[config.mk]
export PLATFORM = sky130hd
export DESIGN_NAME = mem_arbiter
export DESIGN_NICKNAME = d
export VERILOG_FILES = /design/src/rtl/mem_arbiter.sv
export SDC_FILE = /design/constraint.sdc
export NUM_CORES = 1
export LEC_CHECK = 0
export ABC_AREA = 1
export CORE_MARGIN = 5
export CORE_UTILIZATION = 33
export DETAILED_ROUTE_END_ITERATION = 10
export GPL_TIMING_DRIVEN = 0
export PLACE_DENSITY = 0.73
export REMOVE_ABC_BUFFERS = 1
export SLEW_MARGIN = 20
export SYNTH_ARGS = -nofsm -noshare
export SYNTH_HDL_FRONTEND = slang
export SYNTH_SLANG_ARGS = --single-unit
[constraint.sdc]
create_clock -name CLK -period 1.5 [get_ports CLK]
set_input_delay 0.3 -clock CLK [delete_from_list [all_inputs] [get_ports CLK]]
set_output_delay 0.3 -clock CLK [all_outputs]
set_load 0.01 [all_outputs]
[src/rtl/mem_arbiter.sv]
// Arbitrates the single RAM port between instruction fetch and data accesses.
// Data wins by default; a saturating starvation counter forces a fetch through.
module mem_arbiter #(
  parameter int unsigned MAXSTARVE = 4,
  parameter int unsigned TIMEOUT   = 64,
  parameter logic [31:0] ERRWORD   = 32'hBAD1BAD1
) (
  input  logic        CLK,
  input  logic        RST,
  input  logic        iREN,
  input  logic [31:0] iaddr,
  input  logic        dREN,
  input  logic        dWEN,
  input  logic [31:0] daddr,
  input  logic [31:0] dstore,
  input  logic [31:0] ramload,
  input  logic [1:0]  ramstate,
  output logic        ramREN,
  output logic        ramWEN,
  output logic [31:0] ramaddr,
  output logic [31:0] ramstore,
  output logic        ihit,
  output logic        dhit,
  output logic [31:0] iload,
  output logic [31:0] dload,
  output logic        err,
  output logic        busy
);

  localparam int SW = ($clog2(MAXSTARVE + 1) < 3) ? 3 : $clog2(MAXSTARVE + 1);
  localparam int TW = $clog2(TIMEOUT + 1);
  localparam logic [SW-1:0] MAX_S    = SW'(MAXSTARVE);
  localparam logic [TW-1:0] TMO_LAST = TW'(TIMEOUT - 1);
  localparam logic [1:0] RAM_ACCESS = 2'd2;
  localparam logic [1:0] RAM_ERROR  = 2'd3;

  typedef enum logic [1:0] {IDLE, I_ACC, D_ACC, RESP} state_t;

  state_t        state_q, state_d;
  logic [SW-1:0] starve_q, starve_d;
  logic [TW-1:0] tmo_q, tmo_d;
  logic [31:0]   iload_q, iload_d;
  logic [31:0]   dload_q, dload_d;
  logic          err_q, err_d;
  logic          side_q, side_d;   // 1: data side is being served
  logic          dreq;
  logic          abort;

  function automatic logic [SW-1:0] sat_inc(input logic [SW-1:0] v);
    return (v == MAX_S) ? v : v + SW'(1);
  endfunction

  assign dreq  = dREN | dWEN;
  assign abort = (ramstate == RAM_ERROR) || (tmo_q == TMO_LAST);

  always_comb begin
    state_d  = state_q;
    starve_d = starve_q;
    tmo_d    = tmo_q;
    iload_d  = iload_q;
    dload_d  = dload_q;
    err_d    = err_q;
    side_d   = side_q;
    ramREN   = 1'b0;
    ramWEN   = 1'b0;
    ramaddr  = 32'd0;
    ramstore = 32'd0;
    ihit     = 1'b0;
    dhit     = 1'b0;
    unique case (state_q)
      IDLE: begin
        if (dreq && ((starve_q < MAX_S) || !iREN)) begin
          state_d = D_ACC;
          side_d  = 1'b1;
          tmo_d   = '0;
          if (iREN) starve_d = sat_inc(starve_q);
        end else if (iREN) begin
          state_d  = I_ACC;
          side_d   = 1'b0;
          tmo_d    = '0;
          starve_d = '0;
        end
      end
      I_ACC: begin
        ramREN  = 1'b1;
        ramaddr = iaddr;
        if (ramstate == RAM_ACCESS) begin
          iload_d = ramload;
          state_d = RESP;
        end else if (abort) begin
          iload_d = ERRWORD;
          err_d   = 1'b1;
          state_d = RESP;
        end else begin
          tmo_d = tmo_q + TW'(1);
        end
      end
      D_ACC: begin
        ramaddr = daddr;
        if (dWEN) begin
          ramWEN   = 1'b1;
          ramstore = dstore;
        end else begin
          ramREN = 1'b1;
        end
        // Writes never touch dload, even when aborted.
        if (ramstate == RAM_ACCESS) begin
          if (!dWEN) dload_d = ramload;
          state_d = RESP;
        end else if (abort) begin
          if (!dWEN) dload_d = ERRWORD;
          err_d   = 1'b1;
          state_d = RESP;
        end else begin
          tmo_d = tmo_q + TW'(1);
        end
      end
      RESP: begin
        ihit    = ~side_q;
        dhit    = side_q;
        state_d = IDLE;
      end
      default: state_d = IDLE;
    endcase
  end

  always_ff @(posedge CLK) begin
    if (RST) begin
      state_q  <= IDLE;
      starve_q <= '0;
      tmo_q    <= '0;
      iload_q  <= '0;
      dload_q  <= '0;
      err_q    <= 1'b0;
      side_q   <= 1'b0;
    end else begin
      state_q  <= state_d;
      starve_q <= starve_d;
      tmo_q    <= tmo_d;
      iload_q  <= iload_d;
      dload_q  <= dload_d;
      err_q    <= err_d;
      side_q   <= side_d;
    end
  end

  assign iload = iload_q;
  assign dload = dload_q;
  assign err   = err_q;
  assign busy  = (state_q != IDLE);

endmodule

==> insert_results.sql <==
INSERT INTO impl_metrics (metric_group, metric, value, unit) VALUES
('run', 'cap_viol_max_count', '0', ''),
('grt', 'maximum_number_of_pins_on_one_net_before_global_route_repair', '43', ''),
('grt', 'grt-ovfl-total', '0', ''),
('routing', 'route.final.wire_length', '20.4', 'mm'),
('place', 'globalplace.congestion', '0.806', ''),
('sta', 'maxClockFrequency', '530', 'MHz'),
('grt', 'initial_antenna_violation_count', '0', ''),
('sta', 'setup-violations-final', '132', ''),
('place', 'hpwl', '11.8', 'mm'),
('critical_path', 'timing.critical_path.arrival', '1.59', 'ns'),
('logic_synthesis', 'yosys.area_share.simple', '0.302', ''),
('status', 'result_of_the_run', 'complete, but fails checks', ''),
('finish', 'num-nets-final', '1080', ''),
('finish', 'utilization', '0.664', ''),
('clock_network', 'cts_hold_buffers_added', '0', ''),
('sta', 'timing_hold_violations_final', '0', ''),
('logic_synthesis', 'synth-compound-area-share', '0.177', ''),
('clock_network', 'clock_tree_from_tritoncts', 'done', ''),
('clock_network', 'cts_made_buffers', '9', ''),
('logic_synthesis', 'synth_seq_cells', '78', ''),
('grt', 'grt_pass1_wl', '28.4', 'mm'),
('grt', 'grt_usage', '0.247', ''),
('routing', 'detail-route-antenna-nets', '0', ''),
('sta', 'maxSlewViolCount', '0', ''),
('finish', 'final_layout_size_suffix_gt1_frac', '0.291', ''),
('logic_synthesis', 'yosys_warn_count', '0', ''),
('logic_synthesis', 'portion_of_the_post_synthesis_area_used_by_sequential_elements', '0.374', ''),
('logic_synthesis', 'syn_area_per_cell', '6.41', 'µm²'),
('power', 'power_per_cell_area', '1430', 'nW/µm²'),
('clock_network', 'h-tree-depth', '3', ''),
('clock_network', 'clock-sinks', '78', ''),
('grt', 'first_global_vias', '5001', ''),
('sta', 'tightest_slew', '0.592', 'ns'),
('finish', 'antenna_cells_inserted', '0', ''),
('routing', 'detailedRoute.firstIterationViolations', '259', ''),
('finish', 'fillers', '1139', ''),
('clock_network', 'clock_path_buffers', '2', ''),
('routing', 'drt-vias-per-instance', '4.87', ''),
('sta', 'postLayoutSetupSlackWorst', '-0.387', 'ns'),
('logic_synthesis', 'synth-xor-area-share', '0.00210', ''),
('logic_synthesis', 'synth-adder-area-share', '0.0210', ''),
('sta', 'period_minus_slack', '1.89', 'ns'),
('power', 'p_leak', '0.00371', 'µW'),
('logic_synthesis', 'main_combinational_cell_family_by_area_after_synthesis', 'simple AND/OR/NAND/NOR gates', ''),
('critical_path', 'worst_setup_path_start_kind', 'register', ''),
('routing', 'routed_wire_length_per_instance', '18.3', 'µm'),
('floorplan', 'die_area', '15000', 'µm²'),
('sta', 'rsz0062_at_grt', 'yes', ''),
('clock_network', 'path_clk_slew', '0.06', 'ns'),
('floorplan', 'die_h', '122', 'µm'),
('finish', 'final_cell_area', '8310', 'µm²'),
('routing', 'routed-via-count', '5425', ''),
('sta', 'max-slew-margin-rel', '0.605', ''),
('routing', 'drt_first_pass_iters', '4', ''),
('critical_path', 'crit_path_end_kind', 'output port', ''),
('sta', 'final.setup.tns', '-25.80', 'ns'),
('logic_synthesis', 'syn-instance-count', '651', ''),
('critical_path', 'worst-path-max-fanout', '8', ''),
('critical_path', 'worst_ep_required_time', '1.20', 'ns'),
('clock_network', 'clkLatencyLatePin', '0.33', 'ns'),
('status', 'failed_checks', 'setup timing', ''),
('place', 'detailed_place.area', '6880', 'µm²'),
('logic_synthesis', 'synth.cell_area', '4180', 'µm²'),
('floorplan', 'dieWidth', '122', 'µm'),
('clock_network', 'clock_root_cell', 'clkbuf_16', ''),
('power', 'worst_vdd_rail_ir_drop', '1.07', 'mV'),
('logic_synthesis', 'yosys-mux-area-fraction', '0', ''),
('sta', 'worst_skew', '0.00674', 'ns'),
('worst_hold_path', 'timing.hold.worst.class', 'register to register', ''),
('finish', 'areaGrowthSynthToFinish', '98.9', '%'),
('place', 'placement.setup.worst_slack', '-2.09', 'ns'),
('power', 'total_power', '11900', 'µW'),
('floorplan', 'fp-row-count', '41', ''),
('floorplan', 'core_area', '12500', 'µm²'),
('floorplan', 'initial_core_util', '0.334', ''),
('place', 'portBuffers', '268', ''),
('floorplan', 'ios', '269', ''),
('critical_path', 'worst-setup-path-type', 'register to output port', ''),
('logic_synthesis', 'ys_types', '25', ''),
('sta', 'period_share', '1.26', ''),
('routing', 'post-route-drc-count', '0', '');
critical path, cell delays in order (launching register included):
cell       delay [ns]
dfxtp_4          0.36
inv_4            0.07
ha_4             0.17
buf_6            0.14
clkbuf_16        0.15
nand2_1          0.07
a21oi_2          0.13
buf_2            0.16
cell type report:
type	count	area, µm²	area share
Clock buffer	11	243	0.0292
Clock inverter	5	82.6	0.00994
Inverter	68	275	0.0331
Multi-Input combinational cell	472	2900	0.349
Sequential cell	78	1580	0.190
Tap cell	172	215	0.0259
Timing Repair Buffer	309	3010	0.363
per-stage QoR:
stage	hold WS (ns)	instances
after floorplan	0.369	602
after global routing	0.481	1115
after global placement	0.448	1042
after CTS	0.459	1102
after detailed placement	0.452	1044
final	0.458	1115
metal layers:
| metal | wire [µm] | vias up | GRT usage | share of wire |
|---|---|---|---|---|
| met5 | 0 | - | 0 | 0 |
| met4 | 454 | 0 | 0.0840 | 0.022 |
| met3 | 1950 | 24 | 0.0829 | 0.095 |
| met2 | 9920 | 212 | 0.407 | 0.49 |
| met1 | 8130 | 2522 | 0.302 | 0.40 |
| li1 | - | 2667 | - | - |
Yosys cell counts (all sizes together):
cell	instances	share of area
a211oi	1	0.0018
a21oi	106	0.13
a31oi	1	0.0015
buf	29	0.045
clkbuf	20	0.018
dfxtp	78	0.37
ha	7	0.021
inv	68	0.061
nand2	133	0.12
nand3	42	0.050
nand4	4	0.0060
nor2	101	0.092
o21ai	39	0.047
or2	21	0.031
xor2	1	0.0021
cells by family (layout without fill, tap and decap cells):
group | count (synthesis) | count (layout)
simple gates | 301 | 317
compound gates | 147 | 147
buf+inv | 117 | 393
flops | 78 | 78
fa+ha+maj | 7 | 7
xor+xnor | 1 | 1
repair_timing:
| action | in CTS | in global routing |
|---|---|---|
| gates resized for setup | 434 | 114 |
| setup buffers | 26 | 4 |
| setup endpoints to repair | 206 | 147 |
| cloned | 16 | 9 |
| pin swaps | 30 | 28 |
worst paths after layout:
| kind | start | to | slack, ns | cells past startpoint |
|---|---|---|---|---|
| setup / recovery | state_q[0]$_SDFFE_PP0P_ | ramaddr[12] | -0.39 | 7 |
| hold / removal | dload[8]$_SDFFE_PP0P_ | dload[8]$_SDFFE_PP0P_ | 0.46 | 2 |
| setup reg to reg | state_q[1]$_SDFFE_PP0P_ | iload[19]$_SDFFE_PP0P_ | -0.14 | 10 |
| hold reg to reg | dload[8]$_SDFFE_PP0P_ | dload[8]$_SDFFE_PP0P_ | 0.46 | 2 |
where the power goes:
group	switching, µW	internal, µW
Combinational	3890	3070
Clock	853	1500
Sequential	195	2370
Total	4940	6940
cells in the final DEF (no fill, tap or decap), types with 2 or more instances in the layout:
master and instances:
o21ai_2 26, dfxtp_4 4, buf_4 14, clkbuf_16 14, inv_4 3, buf_6 9, buf_16 3, buf_8 4
clkdlybuf4s15_2 8, inv_2 4, a21oi_1 79, nor2_4 6, dlygate4sd2_1 64, clkinvlp_4 3, buf_12 10, dfxtp_1 73
buf_2 55, dlymetal6s2s_1 2, ha_4 4, nand2_4 15, or2_0 5, bufbuf_16 2, nor2_2 15, clkdlybuf4s50_1 131
o21ai_0 2, or2_2 6, nand4_1 4, nand3_1 41, ha_1 3, nand2_2 16, o21ai_1 10, inv_1 59
nor2_1 80, bufinv_16 2, a21oi_2 27, or2_1 10, nand2_8 15, nand2_1 102
registers in the layout, indices dropped and copies added (netlist names):
register	cells
dload	32
iload	32
tmo_q	7
starve_q	3
state_q	2
err	1
side_q	1
Note: power is estimated with default switching activity, not from simulation.
